[src/rtl/fetch_pkg.sv]
// Shared types and constants for the fetch stage.
package fetch_pkg;

   typedef enum logic [1:0] {
      FS_BOOT,
      FS_RUN,
      FS_HALTED
   } fetch_state_t;

   // Next-PC mux selector used between the FSM and pc_reg.
   typedef enum logic [1:0] {
      PC_HOLD,
      PC_INC,
      PC_REDIR
   } pc_sel_t;

   localparam logic [31:0] NOP_INSTR = 32'h00000013;
   localparam int          PC_STEP   = 4;

endpackage

[src/rtl/fetch_pc_reg.sv]
// Program counter flop with a hold / increment / redirect next-PC mux.
module pc_reg
   import fetch_pkg::*;
#(
   parameter int PC_W = 9
) (
   input  logic            clk,
   input  logic            reset_n,
   input  pc_sel_t         i_sel,
   input  logic [PC_W-1:0] i_target,
   output logic [PC_W-1:0] o_pc
);

   localparam logic [PC_W-1:0] W_STEP = PC_W'(PC_STEP);

   logic [PC_W-1:0] r_pc;
   logic [PC_W-1:0] w_pc_next;

   // Increment wraps naturally at 2^PC_W.
   always_comb begin
      w_pc_next = r_pc;
      case (i_sel)
         PC_INC:   w_pc_next = r_pc + W_STEP;
         PC_REDIR: w_pc_next = i_target;
         default:  w_pc_next = r_pc;
      endcase
   end

   always_ff @(posedge clk or negedge reset_n) begin
      if (!reset_n) r_pc <= '0;
      else          r_pc <= w_pc_next;
   end

   assign o_pc = r_pc;

endmodule

[src/rtl/fetch_stage.sv]
// Instruction fetch stage: BOOT/RUN/HALTED control, PC, IF/ID register.
// Optional performance counters are enabled by defining FETCH_PERF_CNT_EN.
module fetch_stage
   import fetch_pkg::*;
#(
   parameter int PC_W = 9
) (
   input  logic            clk,
   input  logic            reset_n,
   input  logic            stall,
   input  logic            PcSel,
   input  logic [31:0]     BrPC,
   input  logic            halt,
   output logic [PC_W-1:0] imem_addr,
   input  logic [31:0]     imem_rdata,
   output logic [PC_W-1:0] id_pc,
   output logic [31:0]     id_instr,
   output logic            id_valid,
   output logic            halted,
   output logic            misalign_err,
   output logic [31:0]     fetch_count,
   output logic [31:0]     redirect_count
);

   fetch_state_t    r_state;
   fetch_state_t    w_state_next;
   pc_sel_t         w_pc_sel;
   logic            w_load;
   logic            w_flush;
   logic            w_redirect;
   logic [PC_W-1:0] w_target;
   logic [PC_W-1:0] w_pc;
   logic [PC_W-1:0] r_id_pc;
   logic [31:0]     r_id_instr;
   logic            r_id_valid;
   logic            r_misalign;
   logic            w_unused;

   assign w_target = {BrPC[PC_W-1:2], 2'b00};
   assign w_unused = ^BrPC[31:PC_W];

   pc_reg #(.PC_W(PC_W)) u_pc_reg (
      .clk      (clk),
      .reset_n  (reset_n),
      .i_sel    (w_pc_sel),
      .i_target (w_target),
      .o_pc     (w_pc)
   );

   assign imem_addr = w_pc;

   always_ff @(posedge clk or negedge reset_n) begin
      if (!reset_n) r_state <= FS_BOOT;
      else          r_state <= w_state_next;
   end

   // Priority in RUN: halt, then redirect, then stall, else advance.
   always_comb begin
      w_state_next = r_state;
      w_pc_sel     = PC_HOLD;
      w_load       = 1'b0;
      w_flush      = 1'b0;
      w_redirect   = 1'b0;
      case (r_state)
         FS_BOOT: w_state_next = FS_RUN;
         FS_RUN: begin
            if (halt) begin
               w_state_next = FS_HALTED;
               w_flush      = 1'b1;
            end else if (PcSel) begin
               w_pc_sel   = PC_REDIR;
               w_flush    = 1'b1;
               w_redirect = 1'b1;
            end else if (!stall) begin
               w_pc_sel = PC_INC;
               w_load   = 1'b1;
            end
         end
         FS_HALTED: w_state_next = FS_HALTED;
         default:   w_state_next = FS_BOOT;
      endcase
   end

   // A flush bubbles the slot but keeps id_pc so it still names the last PC.
   always_ff @(posedge clk or negedge reset_n) begin
      if (!reset_n) begin
         r_id_pc    <= '0;
         r_id_instr <= NOP_INSTR;
         r_id_valid <= 1'b0;
      end else if (w_flush) begin
         r_id_instr <= NOP_INSTR;
         r_id_valid <= 1'b0;
      end else if (w_load) begin
         r_id_pc    <= w_pc;
         r_id_instr <= imem_rdata;
         r_id_valid <= 1'b1;
      end
   end

   always_ff @(posedge clk or negedge reset_n) begin
      if (!reset_n)                             r_misalign <= 1'b0;
      else if (w_redirect && (BrPC[1:0] != 2'b00)) r_misalign <= 1'b1;
   end

   assign id_pc        = r_id_pc;
   assign id_instr     = r_id_instr;
   assign id_valid     = r_id_valid;
   assign halted       = (r_state == FS_HALTED);
   assign misalign_err = r_misalign;

`ifdef FETCH_PERF_CNT_EN
   logic [31:0] r_fetch_cnt;
   logic [31:0] r_redir_cnt;

   // Both counters saturate rather than wrap.
   always_ff @(posedge clk or negedge reset_n) begin
      if (!reset_n) begin
         r_fetch_cnt <= '0;
         r_redir_cnt <= '0;
      end else begin
         if (w_load && (r_fetch_cnt != 32'hFFFFFFFF))     r_fetch_cnt <= r_fetch_cnt + 32'd1;
         if (w_redirect && (r_redir_cnt != 32'hFFFFFFFF)) r_redir_cnt <= r_redir_cnt + 32'd1;
      end
   end

   assign fetch_count    = r_fetch_cnt;
   assign redirect_count = r_redir_cnt;
`else
   assign fetch_count    = 32'd0;
   assign redirect_count = 32'd0;
`endif

endmodule

[config.mk]
export PLATFORM = sky130hd
export DESIGN_NAME = fetch_stage
export DESIGN_NICKNAME = d
export VERILOG_FILES = /design/src/rtl/fetch_pkg.sv /design/src/rtl/fetch_pc_reg.sv /design/src/rtl/fetch_stage.sv
export SDC_FILE = /design/constraint.sdc
export NUM_CORES = 1
export LEC_CHECK = 0
export ABC_CLOCK_PERIOD_IN_PS = 2700
export CORE_ASPECT_RATIO = 0.75
export CORE_MARGIN = 2
export CORE_UTILIZATION = 25
export DETAILED_ROUTE_END_ITERATION = 10
export PLACE_DENSITY_LB_ADDON = 0.25
export RECOVER_POWER = 100
export SYNTH_ARGS = -nofsm -noshare
export SYNTH_HDL_FRONTEND = slang
export SYNTH_SLANG_ARGS = --single-unit
[constraint.sdc]
create_clock -name clk -period 2.7 [get_ports clk]
set_input_delay 0.27 -clock clk [delete_from_list [all_inputs] [get_ports clk]]
set_output_delay 0.27 -clock clk [all_outputs]
set_load 0.01 [all_outputs]
==> out/summary.txt, run 1 <==
Status: finished clean
Post-route total power: 3026 uW
Category of the most critical setup path: reg -> reg
Worst R2R Setup Slack: 0.34 ns
Worst hold path depth: 1
Clock Pin Slew Worst Setup and Hold Paths: 0.07 ns
HP Start: misalign_err$_DFFE_PN0P_
Post-Synthesis Cell Area: 0.002577 mm^2
CTS Hold Buffers Added: 1
Number of hold violations in the final report: 0
Standard cell core area: 0.01017 mm^2
Non-filler instance count after layout: 460
Number of remaining DRC errors: 0
Ratio of final minimum period to clock period: 87.51%
Global placer's final weighted congestion: 0.7249
Average routed wire per standard cell: 12.82 um
Highest clock rate: 0.4232 GHz
Post-detail-place hpwl: 4.349 mm
Placed Cells incl. Taps: 452
Post-synthesis instance total: 226
Critical path data required time: 2.92 ns
Chip height: 91.94 um
Number of endpoints failing setup at the final stage: 0
Initial Util: 25.34%
Clk Tree Root Cell: sky130_fd_sc_hd__clkbuf_16
Die Span X: 121.2 um
Worst slew margin relative to its limit: 40.55%
Number of global-route vias before repair: 1656
Number of optimization iterations in the first detailed-route pass: 4
Number of CTS-inserted buffers: 5
Number of cells on the worst reg-to-reg path: 9
Post-CTS Setup Repair Bufs: 0
Peak ir drop on the vdd network: 0.2698 mV
Initial antenna violation count: 0
Post-Syn Area per Cell: 11.40 um^2
Type of the tightest min-delay check: reg -> reg
Vias per inst: 3.978
Global-route wire length before repair: 9.232 mm
Total negative setup slack: 0 ns
Synthesis Warnings: 0
Final-report max-slew violation count: 0
Synth unique cells: 34
Pin slew with the least headroom to its limit: 0.8918 ns
Setup repair after global routing missed its margin: false
Sinks on the clock net: 50
Post-cts resize count: 0
I/O pin total: 186
Clock latency on the worst-skew pair: 0.29 ns
Largest area contributor in the netlist: sky130_fd_sc_hd__dfrtp_1
Reported leakage power: 0.001701 uW
Post-route clock skew: 0.004097 ns
Dominant cells by area after synthesis: sky130_fd_sc_hd__dfrtp_1 46%, sky130_fd_sc_hd__buf_4 20%, sky130_fd_sc_hd__a22o_1 9.9%
Shortest period the worst path allows: 2.363 ns
Maximum fanout along the worst path: 9
Critical Path Start Type: register
IO buf count: 94
Total via count in the routed design: 1830
Number of storage elements in the synthesis netlist: 50
Number of placement rows: 32
Largest net degree at the start of global routing: 30
Share of cells above drive strength 1: 5.864%
Worst hold slack after final layout: 0.4526 ns
Maximum Capacitance Violations: 0
Arrival time reported for the critical path endpoint: 2.59 ns
Inserted Diodes: 0
Iteration-0 DRC count of the detailed router: 63
Power density of the placed cells: 843.5 mW/mm^2
Crit path capture type: register
Critical path origin: r_state[1]$_DFFE_PN0P_
FF-to-FF Start: r_state[1]$_DFFE_PN0P_
Max clock buf depth: 2
Final layout net count: 398
Endpoint of the most critical register-to-register path: u_pc_reg.o_pc[7]$_DFFE_PN0P_
GRT Total Usage: 10.77%
Sequential element share of the synthesized area: 48.69%
Die ar.: 0.01115 mm^2
Total overflow reported by the global router: 0
Proportion of netlist area held by the largest area contributor: 45.63%
Post-DRT Antenna Nets: 0
CTS H-Tree Depth: 2
Destination of the worst hold path: misalign_err$_DFFE_PN0P_
Area Overhead vs Synth: 39.17%
Total Wirelength: 5.896 mm
Clock tree from TritonCTS: yes
-- synthesized netlist by cell type --
library cell and number:
sky130_fd_sc_hd__nor3_2 1, sky130_fd_sc_hd__a311o_1 2, sky130_fd_sc_hd__inv_2 1, sky130_fd_sc_hd__mux2_1 7, sky130_fd_sc_hd__buf_4 69, sky130_fd_sc_hd__ha_1 5
sky130_fd_sc_hd__nor3b_1 1, sky130_fd_sc_hd__clkbuf_1 3, sky130_fd_sc_hd__nand2b_4 1, sky130_fd_sc_hd__buf_2 3, sky130_fd_sc_hd__or2_2 1, sky130_fd_sc_hd__dfrtp_1 47
sky130_fd_sc_hd__o31ai_1 1, sky130_fd_sc_hd__o31a_1 1, sky130_fd_sc_hd__nand2_1 4, sky130_fd_sc_hd__nand4_1 2, sky130_fd_sc_hd__nor3_1 2, sky130_fd_sc_hd__o21a_1 1
sky130_fd_sc_hd__conb_1 1, sky130_fd_sc_hd__dfstp_2 3, sky130_fd_sc_hd__and3_1 1, sky130_fd_sc_hd__inv_1 7, sky130_fd_sc_hd__nor2_1 3, sky130_fd_sc_hd__nand3_1 4
sky130_fd_sc_hd__buf_6 2, sky130_fd_sc_hd__a21oi_1 1, sky130_fd_sc_hd__a22oi_1 5, sky130_fd_sc_hd__mux2_2 1, sky130_fd_sc_hd__a22o_1 29, sky130_fd_sc_hd__a21o_1 1
sky130_fd_sc_hd__o22a_1 3, sky130_fd_sc_hd__mux2i_1 3, sky130_fd_sc_hd__nor2b_1 2, sky130_fd_sc_hd__o21ai_0 8
-- registers in the layout (all words and copies together) (netlist names) --
name,flops
id_instr,32
id_pc,7
u_pc_reg.o_pc,7
r_state,2
id_valid,1
misalign_err,1
-- worst max path at each step --
stage                                               to  depth (start not counted)  slack [ns]
after detailed placement  u_pc_reg.o_pc[6]$_DFFE_PN0P_                          7        0.29
after global routing      u_pc_reg.o_pc[6]$_DFFE_PN0P_                          9        0.08
after global placement    u_pc_reg.o_pc[8]$_DFFE_PN0P_                          7        0.27
final                     u_pc_reg.o_pc[7]$_DFFE_PN0P_                          9        0.34
after CTS                 u_pc_reg.o_pc[6]$_DFFE_PN0P_                          8        0.38
after floorplan           u_pc_reg.o_pc[2]$_DFFE_PN0P_                          9        0.49
-- worst max-delay path: stages, from the launching register on --
cell and delay, ns:
sky130_fd_sc_hd__dfrtp_1 0.38, sky130_fd_sc_hd__inv_1 0.10, sky130_fd_sc_hd__ha_1 0.34, sky130_fd_sc_hd__nand2b_4 0.11, sky130_fd_sc_hd__nor3_1 0.25, sky130_fd_sc_hd__inv_2 0.06
sky130_fd_sc_hd__ha_1 0.43, sky130_fd_sc_hd__nor2b_1 0.40, sky130_fd_sc_hd__a22oi_1 0.12, sky130_fd_sc_hd__nand3_1 0.11
-- placed cells by master, fill, tap and decap left out, types with 2 or more instances in the layout --
cell / synthesis / final
sky130_fd_sc_hd__clkbuf_1: 3 / 3
sky130_fd_sc_hd__dfrtp_1: 47 / 47
sky130_fd_sc_hd__a311o_1: 2 / 2
sky130_fd_sc_hd__clkbuf_2: 0 / 2
sky130_fd_sc_hd__clkbuf_16: 0 / 5
sky130_fd_sc_hd__clkdlybuf4s50_1: 0 / 44
sky130_fd_sc_hd__nand3_1: 4 / 4
sky130_fd_sc_hd__mux2_1: 7 / 7
sky130_fd_sc_hd__dfstp_2: 3 / 3
sky130_fd_sc_hd__nor2b_1: 2 / 2
sky130_fd_sc_hd__nor2_1: 3 / 3
sky130_fd_sc_hd__a22oi_1: 5 / 5
sky130_fd_sc_hd__o21ai_0: 8 / 8
sky130_fd_sc_hd__o22a_1: 3 / 3
sky130_fd_sc_hd__nand4_1: 2 / 2
sky130_fd_sc_hd__inv_1: 7 / 7
sky130_fd_sc_hd__nor3_1: 2 / 3
sky130_fd_sc_hd__dlygate4sd3_1: 0 / 50
sky130_fd_sc_hd__a22o_1: 29 / 29
sky130_fd_sc_hd__mux2i_1: 3 / 3
sky130_fd_sc_hd__buf_4: 69 / 2
sky130_fd_sc_hd__conb_1: 1 / 68
sky130_fd_sc_hd__nand2_1: 4 / 4
sky130_fd_sc_hd__ha_1: 5 / 5
-- metrics by stage --
stage | setup WS, ns | instance area (um^2) | util [%]
after CTS | 0.3775 | 3612 | 35.52
after floorplan | 0.4925 | 2829 | -
after detailed placement | 0.2860 | 3433 | 33.76
after global routing | 0.08000 | 3587 | 35.27
final | 0.3372 | 3587 | 35.27
after global placement | 0.2726 | 3433 | 33.76
-- cell type report --
| class | instances | area, um^2 |
|---|---|---|
| Clock buffer | 6 | 138.9 |
| Clock inverter | 1 | 30.03 |
| Fill cell | 1024 | 6583 |
| Inverter | 8 | 30.03 |
| Multi-Input combinational cell | 158 | 985.9 |
| Sequential cell | 50 | 1255 |
| Tap cell | 136 | 170.2 |
| Timing Repair Buffer | 101 | 977.2 |
-- per-layer routing --
layer,up-vias,track usage (%),wire length (um)
met5,-,0,0
met4,0,3.448,55
met3,4,2.861,356
met2,77,15.17,2660
met1,897,15.87,2824
li1,852,-,-
-- power by group --
part | internal, uW | switching, uW | total, uW
clock | 458 | 270 | 728
sequential | 1000 | 148 | 1150
combinational | 620 | 526 | 1150
total | 2080 | 944 | 3030
-- cell families after synthesis --
group,share of synthesized area (%)
muxes,4.660
buffers and inverters,23.16
DFF,48.69
adders and majority gates,2.427
AOI/OAI and AO/OA,16.07
other,0.1455
and+or+nand+nor,4.854
Note: power is estimated with default switching activity, not from simulation.
==> inputs of run 2 (changes only) <==
- CORE_ASPECT_RATIO: 0.75 -> 0.7
==> out/summary.txt, run 2 (same netlist as run 1, synthesis figures left out) <==
CP delay by family, top: adder cells (was simple AND/OR/NAND/NOR gates)
Power density of the placed cells: 847.9 mW/mm^2 (was 843.5 mW/mm^2)
Setup repair after global routing missed its margin: false (unchanged)
Number of optimization iterations in the first detailed-route pass: 4 (unchanged)
Share of cells above drive strength 1: 6.211% (was 5.864%)
Area Overhead vs Synth: 38.35% (was 39.17%)
Maximum fanout along the worst path: 14 (was 9)
Most used cell, CP: sky130_fd_sc_hd__ha_1 (unchanged)
CP Cell Sequence: inv_1 -> ha_1 -> nand2b_4 -> nor3_4 -> inv_2 -> ha_1 -> nor2b_1 -> a22oi_1 -> nand3_1 (was inv_1 -> ha_1 -> nand2b_4 -> nor3_1 -> inv_2 -> ha_1 -> nor2b_1 -> a22oi_1 -> nand3_1)
Largest net degree at the start of global routing: 51 (was 30)
Iteration-0 DRC count of the detailed router: 49 (was 63)
Sinks on the clock net: 50 (unchanged)
Critical path buffer and inverter count: 2 (unchanged)
Category of the most critical setup path: reg -> reg (unchanged)
Total Wirelength: 5.991 mm (was 5.896 mm)
Number of placement rows: 30 (was 32)
Count of filler cells inserted in the layout: 1014 (was 1024)
Type of the tightest min-delay check: in -> async (was reg -> reg)
Global-route wire length before repair: 9.087 mm (was 9.232 mm)
Status: finished clean (unchanged)
Peak ir drop on the vdd network: 0.3125 mV (was 0.2698 mV)
GRT Total Usage: 10.44% (was 10.77%)
Clk Tree Root Cell: sky130_fd_sc_hd__clkbuf_16 (unchanged)
Commonest non-fill, non-tap cell in the layout: sky130_fd_sc_hd__conb_1 (unchanged)
Crit path capture type: register (unchanged)
Clock latency on the worst-skew pair: 0.29 ns (about the same)
Total via count in the routed design: 1820 (was 1830)
Critical path data required time: 2.87 ns (was 2.92 ns)
Most frequent cells in the layout: 68 x sky130_fd_sc_hd__conb_1, 49 x sky130_fd_sc_hd__dlygate4sd3_1, 47 x sky130_fd_sc_hd__dfrtp_1 (was 68 x sky130_fd_sc_hd__conb_1, 50 x sky130_fd_sc_hd__dlygate4sd3_1, 47 x sky130_fd_sc_hd__dfrtp_1)
Reported leakage power: 0.001693 uW (was 0.001701 uW)
Final layout net count: 395 (was 398)
Pin slew with the least headroom to its limit: 1.271 ns (was 0.8918 ns)
Average routed wire per standard cell: 13.31 um (was 12.82 um)
Post-CTS Setup Repair Bufs: 0 (unchanged)
Highest clock rate: 0.4339 GHz (was 0.4232 GHz)
Arrival time reported for the critical path endpoint: 2.47 ns (was 2.59 ns)
I/O pin total: 186 (unchanged)
Die Span X: 125.4 um (was 121.2 um)
Post-detail-place hpwl: 4.345 mm (was 4.349 mm)
Post-DRT Antenna Nets: 0 (unchanged)
Total overflow reported by the global router: 0 (unchanged)
Die ar.: 0.01115 mm^2 (about the same)
Shortest period the worst path allows: 2.305 ns (was 2.363 ns)
Share of the core filled with cells in the final layout: 36.12% (was 35.27%)
Ratio of final minimum period to clock period: 85.36% (was 87.51%)
Post-cts resize count: 0 (unchanged)
Clock tree from TritonCTS: yes (unchanged)
Post-route clock skew: 0.004158 ns (was 0.004097 ns)
Storage element area: 0.001255 mm^2 (unchanged)
Vias per inst: 4.044 (was 3.978)
Maximum Capacitance Violations: 0 (unchanged)
IO buf count: 94 (unchanged)
Number of hold violations in the final report: 0 (unchanged)
Number of CTS-inserted buffers: 5 (unchanged)
Standard cell core area: 0.009872 mm^2 (was 0.01017 mm^2)
Cell with the biggest individual delay on the critical path: sky130_fd_sc_hd__ha_1 (unchanged)
Number of flip-flops under the largest register name: 32 (unchanged)
Initial Util: 26.11% (was 25.34%)
Number of global-route vias before repair: 1689 (was 1656)
Total negative setup slack: 0 ns (unchanged)
Initial antenna violation count: 0 (unchanged)
Clock Pin Slew Worst Setup and Hold Paths: 0.07 ns (about the same)
Area of the multi-input gates: 997.2 um^2 (was 985.9 um^2)
Global placer's final weighted congestion: 0.7001 (was 0.7249)
Number of cells on the worst reg-to-reg path: 9 (unchanged)
Final-report max-slew violation count: 0 (unchanged)
Number of stages on the worst setup path: 9 (unchanged)
CTS Hold Buffers Added: 0 (was 1)
Number of remaining DRC errors: 0 (unchanged)
Max clock buf depth: 2 (unchanged)
Critical Path Max Stage Delay: 0.57 ns (was 0.43 ns)
Worst slew margin relative to its limit: 15.23% (was 40.55%)
Number of endpoints failing setup at the final stage: 0 (unchanged)
Chip height: 88.95 um (was 91.94 um)
Critical Path Start Type: register (unchanged)
CTS H-Tree Depth: 2 (unchanged)
Inserted Diodes: 0 (unchanged)
-- run 2: cell types whose count changed in the layout (fill, tap and decap cells not counted), sizes merged --
cell	previous run	this run
clkbuf	11	9
clkinvlp	0	1
dlygate4sd3	50	49
-- run 2: worst reg2reg max path, delay by kind of cell, from the launching register on --
family	cells	cell delay, ns
AOI/OAI and AO/OA	1	0.20
adders and majority gates	2	0.89
buffers and inverters	2	0.14
DFF	1	0.38
and+or+nand+nor	4	0.57
-- run 2: layout make-up --
cell class              instances  share of cell area, %
flip-flops and latches         50                  35.19
multi-input cells             158                  27.96
repair buffers                 98                  26.84
well taps                     128                  4.491
clock buffers                   6                  3.614
clock inverters                 2                  1.053
inverters                       8                 0.8421
-- run 2: worst paths after layout --
path,from,end,slack (ns)
setup / recovery,r_state[1]$_DFFE_PN0P_,u_pc_reg.o_pc[8]$_DFFE_PN0P_,0.40
hold / removal,reset_n,id_instr[11]$_DFFE_PN0P_,0.33
setup reg to reg,r_state[1]$_DFFE_PN0P_,u_pc_reg.o_pc[8]$_DFFE_PN0P_,0.40
hold reg to reg,misalign_err$_DFFE_PN0P_,misalign_err$_DFFE_PN0P_,0.46
max in group asynchronous,reset_n,misalign_err$_DFFE_PN0P_,1.59
min in group clk,misalign_err$_DFFE_PN0P_,misalign_err$_DFFE_PN0P_,0.46
-- run 2: routing by layer --
| metal | routed length [um] | part of all wire (%) | global-route usage, % | vias to the layer above |
|---|---|---|---|---|
| li1 | - | - | - | 848 |
| met1 | 2813 | 47 | 14.58 | 901 |
| met2 | 2750 | 46 | 15.71 | 69 |
| met3 | 387 | 6.5 | 3.291 | 2 |
| met4 | 40 | 0.67 | 3.030 | 0 |
| met5 | 0 | 0 | 0 | - |
-- run 2: stage by stage --
stage | setup WS [ns] | cell area (um^2) | std cells | hold slack, ns | power (uW)
2_1_floorplan | 0.4925 | 2829 | 293 | -0.02559 | 1809
3_3_place_gp | 0.3031 | 3408 | 442 | 0.4389 | 2414
3_5_place_dp | 0.2893 | 3408 | 442 | 0.4376 | 2439
4_1_cts | 0.3593 | 3575 | 450 | 0.1218 | 3186
5_1_grt | 0.1379 | 3566 | 450 | 0.4437 | 3238
6_report | 0.3952 | 3566 | 450 | 0.3254 | 3024
-- run 2: where the power goes --
part | internal (uW) | leakage [uW] | total, uW | switching (uW)
combinational | 617 | 0.000991 | 1150 | 533
clock | 438 | 0.0000771 | 718 | 280
sequential | 1000 | 0.000625 | 1160 | 153
